$ cat src/rtl/ccff_chain_loader.sv
`default_nettype none
// ============================================================================
// Module      : ccff_chain_loader
// Description : Streams bitstream words, LSB first, into a configuration
//               flip-flop chain. Controls fabric isolation and user reset
//               around the load, with starvation timeout and abort.
// Revision    : 1.0 - initial release
// ============================================================================
module ccff_chain_loader #(
    parameter int CHAIN_LEN = 64,
    parameter int WORD_W    = 8,
    parameter int TIMEOUT   = 255
) (
    input  logic                             prog_clk,
    input  logic                             prog_reset,
    input  logic                             start,
    input  logic                             abort,
    input  logic [WORD_W-1:0]                cfg_data,
    input  logic                             cfg_valid,
    output logic                             cfg_ready,
    output logic                             ccff_head,
    output logic                             ccff_shift_en,
    output logic                             isol_n,
    output logic                             reset,
    output logic                             busy,
    output logic                             done,
    output logic                             error,
    output logic [$clog2(CHAIN_LEN+1)-1:0]   bit_count
);

    localparam int c_bc_w = $clog2(CHAIN_LEN + 1);
    localparam int c_bl_w = $clog2(WORD_W + 1);
    localparam int c_sc_w = $clog2(TIMEOUT + 1);

    localparam logic [1:0] c_st_idle  = 2'd0;
    localparam logic [1:0] c_st_load  = 2'd1;
    localparam logic [1:0] c_st_done  = 2'd2;
    localparam logic [1:0] c_st_error = 2'd3;

    localparam logic [c_bc_w-1:0] c_bc_last   = c_bc_w'(CHAIN_LEN - 1);
    localparam logic [c_bc_w-1:0] c_bc_one    = c_bc_w'(1);
    localparam logic [c_bl_w-1:0] c_bl_word   = c_bl_w'(WORD_W);
    localparam logic [c_bl_w-1:0] c_bl_one    = c_bl_w'(1);
    localparam logic [c_sc_w-1:0] c_sc_one    = c_sc_w'(1);
    localparam logic [c_sc_w-1:0] c_sc_lastok = c_sc_w'(TIMEOUT - 1);

    logic [1:0]        r_state;
    logic [1:0]        w_state_next;
    logic [WORD_W-1:0] r_sreg;
    logic [c_bl_w-1:0] r_bits_left;
    logic [c_sc_w-1:0] r_stall_cnt;
    logic [c_bc_w-1:0] r_bit_count;

    logic w_in_load;
    logic w_shift;
    logic w_ready;
    logic w_accept;
    logic w_starve;
    logic w_last_bit;
    logic w_timeout;
    logic w_restart;

    // A word is either being shifted out or the loader is waiting for the next one.
    assign w_in_load  = (r_state == c_st_load);
    assign w_shift    = w_in_load && (r_bits_left != '0);
    assign w_ready    = w_in_load && (r_bits_left == '0);
    assign w_accept   = w_ready && cfg_valid;
    assign w_starve   = w_ready && !cfg_valid;
    assign w_last_bit = w_shift && (r_bit_count == c_bc_last);
    assign w_timeout  = w_starve && (r_stall_cnt == c_sc_lastok);
    assign w_restart  = !w_in_load && start;

    assign bit_count  = r_bit_count;

    // State register.
    always_ff @(posedge prog_clk or negedge prog_reset) begin
        if (!prog_reset) begin
            r_state <= c_st_idle;
        end else begin
            r_state <= w_state_next;
        end
    end

    // Next-state decode; abort overrides everything, including start.
    always_comb begin
        w_state_next = r_state;
        if (abort) begin
            w_state_next = c_st_idle;
        end else begin
            case (r_state)
                c_st_load: begin
                    if (w_last_bit) begin
                        w_state_next = c_st_done;
                    end else if (w_timeout) begin
                        w_state_next = c_st_error;
                    end
                end
                default: begin
                    if (start) begin
                        w_state_next = c_st_load;
                    end
                end
            endcase
        end
    end

    // Word shifter, bit counters and starvation counter.
    always_ff @(posedge prog_clk or negedge prog_reset) begin
        if (!prog_reset) begin
            r_sreg      <= '0;
            r_bits_left <= '0;
            r_stall_cnt <= '0;
            r_bit_count <= '0;
        end else if (abort || w_restart) begin
            r_sreg      <= '0;
            r_bits_left <= '0;
            r_stall_cnt <= '0;
            r_bit_count <= '0;
        end else if (w_shift) begin
            r_bit_count <= r_bit_count + c_bc_one;
            if (w_last_bit) begin
                // Chain is full: drop whatever is left of the current word.
                r_sreg      <= '0;
                r_bits_left <= '0;
            end else begin
                r_sreg      <= r_sreg >> 1;
                r_bits_left <= r_bits_left - c_bl_one;
            end
        end else if (w_accept) begin
            r_sreg      <= cfg_data;
            r_bits_left <= c_bl_word;
            r_stall_cnt <= '0;
        end else if (w_starve) begin
            r_stall_cnt <= r_stall_cnt + c_sc_one;
        end
    end

    // Output decode from state; fabric stays isolated and in reset unless DONE.
    always_comb begin
        cfg_ready     = 1'b0;
        ccff_shift_en = 1'b0;
        ccff_head     = 1'b0;
        isol_n        = 1'b0;
        reset         = 1'b1;
        busy          = 1'b0;
        done          = 1'b0;
        error         = 1'b0;
        case (r_state)
            c_st_load: begin
                busy          = 1'b1;
                cfg_ready     = w_ready;
                ccff_shift_en = w_shift;
                ccff_head     = r_sreg[0];
            end
            c_st_done: begin
                done   = 1'b1;
                isol_n = 1'b1;
                reset  = 1'b0;
            end
            c_st_error: begin
                error = 1'b1;
            end
            default: begin
            end
        endcase
    end

endmodule
`default_nettype wire

$ cat config.mk
export PLATFORM = sky130hd
export DESIGN_NAME = ccff_chain_loader
export DESIGN_NICKNAME = d
export VERILOG_FILES = /design/src/rtl/ccff_chain_loader.sv
export SDC_FILE = /design/constraint.sdc
export NUM_CORES = 1
export LEC_CHECK = 0
export CAP_MARGIN = 20
export CORE_MARGIN = 2
export CORE_UTILIZATION = 37
export CTS_CLUSTER_DIAMETER = 40
export DETAILED_ROUTE_END_ITERATION = 8
export GPL_ROUTABILITY_DRIVEN = 0
export PLACE_DENSITY_LB_ADDON = 0.2
export RECOVER_POWER = 25
export SKIP_CTS_REPAIR_TIMING = 1
export SLEW_MARGIN = 20
export SYNTH_ARGS = -nofsm -noshare
export SYNTH_HDL_FRONTEND = slang
export SYNTH_SLANG_ARGS = --single-unit
$ cat constraint.sdc
create_clock -name prog_clk -period 2.2 [get_ports prog_clk]
set_clock_uncertainty 0.2 [all_clocks]
set_input_delay 0.22 -clock prog_clk [delete_from_list [all_inputs] [get_ports prog_clk]]
set_output_delay 0.22 -clock prog_clk [all_outputs]
set_load 0.03 [all_outputs]
---- Word-level counts from Yosys, hierarchy flattened ----
Cells that the tools add are included.
cells by class
  $add $sub $neg .......................... 3
  equality and inequality tests ........... 7
  mux-type cells .......................... 26
  reduce and logical (&&, ||, !) cells .... 18
operator list
  kind                                                                 count
  8-bit 2-to-1 mux                                                     7
  7-bit 2-to-1 mux                                                     3
  4-bit 2-to-1 mux                                                     4
  2-bit 2-to-1 mux                                                     5
  3-bit nonzero test                                                   3
  8-bit by 1-bit adder with 8-bit output (second input constant)       1
  8-bit == test (second input constant)                                1
  7-bit by 1-bit adder with 7-bit output (second input constant)       1
  7-bit by 6-bit == test with 1-bit output (second input constant)     1
  1-bit logical AND                                                    7
  1-bit 2-to-1 mux                                                     7
  2-bit == test (second input constant)                                2
  4-bit zero test                                                      1
  4-bit by 2-bit != test with 1-bit output (second input constant)     1
  2-bit AND reduction                                                  2
  4-bit nonzero test                                                   1
  4-bit by 1-bit subtractor with 4-bit output (second input constant)  1
  2-bit by 1-bit == test with 1-bit output (second input constant)     1
  1-bit zero test                                                      2
  2-bit by 1-bit != test with 1-bit output (second input constant)     1
  2-bit nonzero test                                                   1
  1-bit logical OR                                                     1
word-level totals
  register bits ........................... 29
  bits of input ports ..................... 13
  output and inout port bits .............. 15
  logic and storage cells ................. 59

---- Logic depth before layout (Yosys ltp) ----
  depth after elaboration ................. 8
  mapped depth ............................ 7

---- Least setup slack after synthesis ----
OpenSTA, ideal clock, no wires.
  path kind ............................... register -> register
  start point ............................. register r_bits_left[0]
  end point ............................... register r_stall_cnt[2]
  library setup time ...................... 0.078 ns
  data arrival time ....................... 1.844 ns
  setup slack ............................. 0.078 ns
  cell stages (with the launch flop) ...... 7
  buffers on the path ..................... 0
  cell sequence ........................... dfrtp_1 -> inv_1 -> ha_1 -> or3b_1 -> or3_4 -> or3b_1 -> a21oi_1
between the ends
  word-level cells in the longest chain between the ends .. 6
ends and longest elaborated chain
  item                    RTL line  RTL
  from (decl)             50        logic [c_bl_w-1:0] r_bits_left;
  from (signal assigned)  127       r_bits_left <= r_bits_left - c_bl_one;
  from (signal assigned)  131       r_bits_left <= c_bl_word;
  4-bit zero test         66        assign w_ready = w_in_load && (r_bits_left == '0);
  1-bit logical AND       66
  1-bit logical AND       67        assign w_accept = w_ready && cfg_valid;
  8-bit 2-to-1 mux        129       end else if (w_accept) begin
  8-bit 2-to-1 mux        119       end else if (w_shift) begin
  8-bit 2-to-1 mux        114       end else if (abort || w_restart) begin
  to (signal assigned)    134       r_stall_cnt <= r_stall_cnt + c_sc_one;
  to (decl)               51        logic [c_sc_w-1:0] r_stall_cnt;
Several ways; a longest one is shown, not always the timed one. The select of a mux whose other input is x is not followed.
A chain may end at the register's enable or synchronous reset.

---- Worst setup path after layout ----
  start point ............................. register r_bits_left[1]
  end point ............................... register r_stall_cnt[6]
Same word-level chain as after synthesis.

==> results.md <==
Status:
- The run finished, with violations left.
- The final reports fail on setup timing.

Synth:
- Sequential elements use a little under half of the synthesized area.
- The mean instance size in the synthesized netlist is between 9 and 10 sq um.
- The top cell type by area accounts for 46.1% of the synthesized area.
- After technology mapping, the gate count stands at 165.
- Summed over all instances, the cell type with the most area after synthesis is sky130_fd_sc_hd__dfrtp_1.
- The netlist area before placement is about 1600 sq um.
- Counting flops and latches in the post-synthesis netlist gives 29.
- The distinct cell type count after synthesis is 39.
- When the netlist entered floorplanning its net count stood at between 150 and 200.
- During synthesis, Yosys emitted a total of 0 warnings.
- Ranked by total cell area, the synthesized netlist is headed by sky130_fd_sc_hd__dfrtp_1 46%, sky130_fd_sc_hd__a22o_1 5.0%, sky130_fd_sc_hd__ha_1 4.0%, sky130_fd_sc_hd__a21o_1 3.8%, sky130_fd_sc_hd__a21oi_1 3.5%.

Worst setup path:
- STA puts the critical path data required time at around 2.2 ns.
- The maximum fanout encountered on the critical timing path is 6.
- The worst-case register-to-register setup slack is -0.02 ns.
- STA classifies the critical path endpoint as a flip-flop.
- The depth of the worst register-to-register path is 6.
- STA classifies the critical path startpoint as a flip-flop.
- In this run the critical register-to-register path is captured at r_stall_cnt[6].
- For the worst setup path, the data arrival time is ~2.2 ns.
- The type of the worst setup path is reg2reg.
- The launch instance of the worst register-to-register path is r_bits_left[1].

Worst hold path:
- The worst hold path belongs to the class reg2reg.
- Counting instances, the worst hold path has a depth of 1.
- The worst hold path begins at r_sreg[3].
- The worst-case hold path end point is r_sreg[3].

Power and ir drop:
- The power per cell area is between 600 and 700 nW/um^2.
- The total power consumption of the routed design is between 1 and 1.5 mW.
- In this run the static leakage power is about 1.0 nW.
- The maximum ir drop on the vdd rail is approximately 0.28 mV.

Floorplan:
- The number of cell rows is 23.
- The die covers ~4800 sq um.
- The number of top-level design ports is 28.
- The initial cell density of the core is roughly 39%.
- The width of the chip is 69.3 um.
- In this run the vertical extent of the chip is slightly below 70 um.
- The standard cell core area is approximately 4000 sq um.

STA:
- Dividing the final minimum period by the clock period gives 101%.
- The final count of hold timing violations was 0.
- Setup repair after global routing could not meet its margin everywhere.
- The worst slew margin relative to its limit is between 50% and 60%.
- The number of slew-limit violations in the final report came to 0.
- Setup violations remaining at the end of the flow were counted as 1.
- The shortest clock period the worst path allows after layout is ~2.2 ns.
- The timing-limited maximum frequency is 0.451 GHz.
- The pin slew with the least headroom to its limit is around 0.73 ns.
- Setup slack on the critical path of the routed design comes to -0.0185 ns.

Global route:
- Entering global routing, the biggest net connects 30 pins.
- The first global-routing pass estimated 5870 um of wire.
- The number of antenna violations at the first check in global routing is 0.
- The total congestion overflow after global routing is 0.
- The number of global-route vias before repair is 1303.
- For this run, the total global-route usage over all layers was measured as between 15 and 20%.

Detailed routing:
- In the final routed layout, each cell accounts on average for roughly 14 um.
- The count of nets left with antenna violations once routing finished came out at 0.
- The detailed-route via count is between 1000 and 1500.
- After detailed routing, the number of remaining DRC violations is 0.
- Dividing the detail-routed via count by the number of cells gives roughly 5.3.
- Before antenna repair, the detailed router went through 4 iterations.
- The detailed router finished its first iteration with 43 violations.
- The final layout contains routed wiring with a total length of between 3000 and 4000 um.

Place:
- The count of input and output buffers is 27.
- The detailed placer's ending HPWL is 2530 um.
- The post-place instance area is 1990 sq um.

Final layout:
- Cells with a size suffix above 1 make up around a fifth of the layout.
- The area growth from synthesis to layout is 38.1%.
- The filler cell count in the final layout is roughly 350.
- The final layout contains around 230 nets.
- The final instance area is between 2000 and 2500 sq um.
- The number of diodes is 0.

Clock tree:
- CTS placed an instance of sky130_fd_sc_hd__clkbuf_8 at the clock tree root.
- The post-CTS clock slew at the launch and capture registers of the worst setup and hold paths is around 0.060 ns.
- The clock latency of the later-clocked register in the worst-skew pair is between 0.2 and 0.3 ns.
- The TritonCTS clock tree is built.
- The number of buffers on the longest clock path is 2.
- In this run, CTS created clock tree buffers numbering 5.
- The number of H-tree branching levels is 2.
- The clock net in this run drives a total of 29 sinks.

Job:
- The number of violations of the max-capacitance limit is 0.
==> cells in the final DEF, fill, tap and decap left out, types with 2 or more instances in the layout <==
cell type,netlist,routed
sky130_fd_sc_hd__a21o_1,8,8
sky130_fd_sc_hd__a21oi_1,11,8
sky130_fd_sc_hd__a21oi_2,0,3
sky130_fd_sc_hd__a22o_1,9,9
sky130_fd_sc_hd__a31oi_1,4,4
sky130_fd_sc_hd__and2_1,2,2
sky130_fd_sc_hd__and3_1,3,3
sky130_fd_sc_hd__buf_4,2,18
sky130_fd_sc_hd__buf_6,0,3
sky130_fd_sc_hd__clkbuf_8,0,7
sky130_fd_sc_hd__clkdlybuf4s50_1,0,23
sky130_fd_sc_hd__dfrtp_1,29,29
sky130_fd_sc_hd__dlymetal6s2s_1,0,2
sky130_fd_sc_hd__ha_1,5,4
sky130_fd_sc_hd__inv_1,9,7
sky130_fd_sc_hd__inv_2,0,2
sky130_fd_sc_hd__nand2_1,8,8
sky130_fd_sc_hd__nand2b_1,3,3
sky130_fd_sc_hd__nand3_1,5,5
sky130_fd_sc_hd__nand4_1,3,3
sky130_fd_sc_hd__nor2_1,14,14
sky130_fd_sc_hd__nor3_1,5,5
sky130_fd_sc_hd__nor4_1,4,4
sky130_fd_sc_hd__o21ai_0,6,6
sky130_fd_sc_hd__or3_1,3,3
sky130_fd_sc_hd__or3b_4,0,2
sky130_fd_sc_hd__xnor2_1,5,5
==> kinds of logic (layout without fill, tap and decap cells) <==
family | Yosys count | after routing | synth area share, %
buffers and inverters | 18 | 65 | 4.84
AO/OA/AOI/OAI | 43 | 43 | 18.7
flip-flops | 29 | 29 | 46.1
XOR/XNOR | 5 | 5 | 2.78
multiplexers | 2 | 2 | 1.35
AND/OR/NAND/NOR | 63 | 63 | 22.2
adder cells (fa/ha/maj) | 5 | 5 | 3.97
==> stage by stage <==
stage | setup TNS, ns | utilization [%] | setup slack (ns) | instances | hold WS, ns
6_report | -0.0185 | 53.6 | -0.0185 | 262 | 0.277
4_1_cts | -0.439 | 51.6 | -0.293 | 258 | 0.145
5_1_grt | -0.169 | 53.6 | -0.0609 | 262 | 0.303
2_1_floorplan | 0 | - | 0.0776 | 165 | -0.276
3_3_place_gp | 0 | 49.1 | 0.0763 | 250 | 0.255
3_5_place_dp | 0 | 49.1 | 0.0144 | 250 | 0.267
==> metal layers <==
layer  wire [um]  GRT usage [%]  up-vias  part of all wire (%)
met5           0              0        -                     0
li1            -              -      681                     -
met1        1740           20.2      677                    47
met2        1690           23.4       32                    46
met4          64           7.41        0                   1.7
met3         169           4.94        5                   4.6
==> sequential cells by signal (all words and copies together) (netlist names) <==
| name | count |
|---|---|
| r_stall_cnt | 8 |
| r_sreg | 8 |
| r_state | 2 |
| r_bits_left | 4 |
| bit_count | 7 |
==> cell type report <==
| type | count | area [sq um] | share of cell area, % |
|---|---|---|---|
| timing repair buffer | 48 | 439 | 20.2 |
| clock buffer | 7 | 96.3 | 4.43 |
| multi-input combinational | 118 | 813 | 37.4 |
| inverter | 9 | 33.8 | 1.55 |
| clock inverter | 1 | 5.00 | 0.230 |
| sequential | 29 | 726 | 33.4 |
| tap | 50 | 62.6 | 2.88 |
==> report_power, final <==
group / internal [mW] / switching, mW / leakage, nW / total [mW]
clock: 0.282 / 0.200 / 0.0542 / 0.482
sequential: 0.548 / 0.0136 / 0.401 / 0.562
combinational: 0.140 / 0.130 / 0.583 / 0.270
total: 0.971 / 0.344 / 1.04 / 1.31
==> synth_stat cells <==
cell type and count:
sky130_fd_sc_hd__ha_1 5, sky130_fd_sc_hd__or3_4 1, sky130_fd_sc_hd__and2_1 2, sky130_fd_sc_hd__xnor2_1 5
sky130_fd_sc_hd__or4_1 1, sky130_fd_sc_hd__nand2b_1 3, sky130_fd_sc_hd__a211oi_1 1, sky130_fd_sc_hd__or3b_1 3
sky130_fd_sc_hd__o21bai_1 1, sky130_fd_sc_hd__and4_1 1, sky130_fd_sc_hd__nor4_1 4, sky130_fd_sc_hd__nor4b_1 1
sky130_fd_sc_hd__nor2_1 14, sky130_fd_sc_hd__a31oi_1 4, sky130_fd_sc_hd__a21o_1 8, sky130_fd_sc_hd__o211a_1 1
sky130_fd_sc_hd__or3_1 3, sky130_fd_sc_hd__mux2i_1 1, sky130_fd_sc_hd__a21bo_2 1, sky130_fd_sc_hd__a21oi_1 11
sky130_fd_sc_hd__or2_2 1, sky130_fd_sc_hd__mux2_2 1, sky130_fd_sc_hd__inv_1 9, sky130_fd_sc_hd__o21ai_0 6
sky130_fd_sc_hd__clkbuf_1 6, sky130_fd_sc_hd__buf_2 1, sky130_fd_sc_hd__nor3b_1 2, sky130_fd_sc_hd__o41a_1 1
sky130_fd_sc_hd__dfrtp_1 29, sky130_fd_sc_hd__nand2_1 8, sky130_fd_sc_hd__nand3_1 5, sky130_fd_sc_hd__and2b_1 1
sky130_fd_sc_hd__buf_4 2, sky130_fd_sc_hd__nor2b_1 1, sky130_fd_sc_hd__nand3b_1 1, sky130_fd_sc_hd__a22o_1 9
sky130_fd_sc_hd__and3_1 3, sky130_fd_sc_hd__nor3_1 5, sky130_fd_sc_hd__nand4_1 3
==> worst max-delay path, stage by stage, from the launching register on <==
cell and delay (ns):
sky130_fd_sc_hd__dfrtp_1 0.39, sky130_fd_sc_hd__inv_2 0.08, sky130_fd_sc_hd__ha_4 0.14, sky130_fd_sc_hd__or3b_4 0.37
sky130_fd_sc_hd__or3_4 0.43, sky130_fd_sc_hd__or3_1 0.38, sky130_fd_sc_hd__a21oi_2 0.15
==> worst max-delay path by stage <==
stage          slack [ns]        endpoint            from
3_5_place_dp         0.01  r_stall_cnt[3]  r_bits_left[1]
4_1_cts             -0.29   ccff_shift_en  r_bits_left[1]
2_1_floorplan        0.08  r_stall_cnt[2]  r_bits_left[0]
5_1_grt             -0.06  r_stall_cnt[6]  r_bits_left[1]
3_3_place_gp         0.08   ccff_shift_en  r_bits_left[0]
6_report            -0.02  r_stall_cnt[6]  r_bits_left[1]
(Power assumes the default switching activity.)
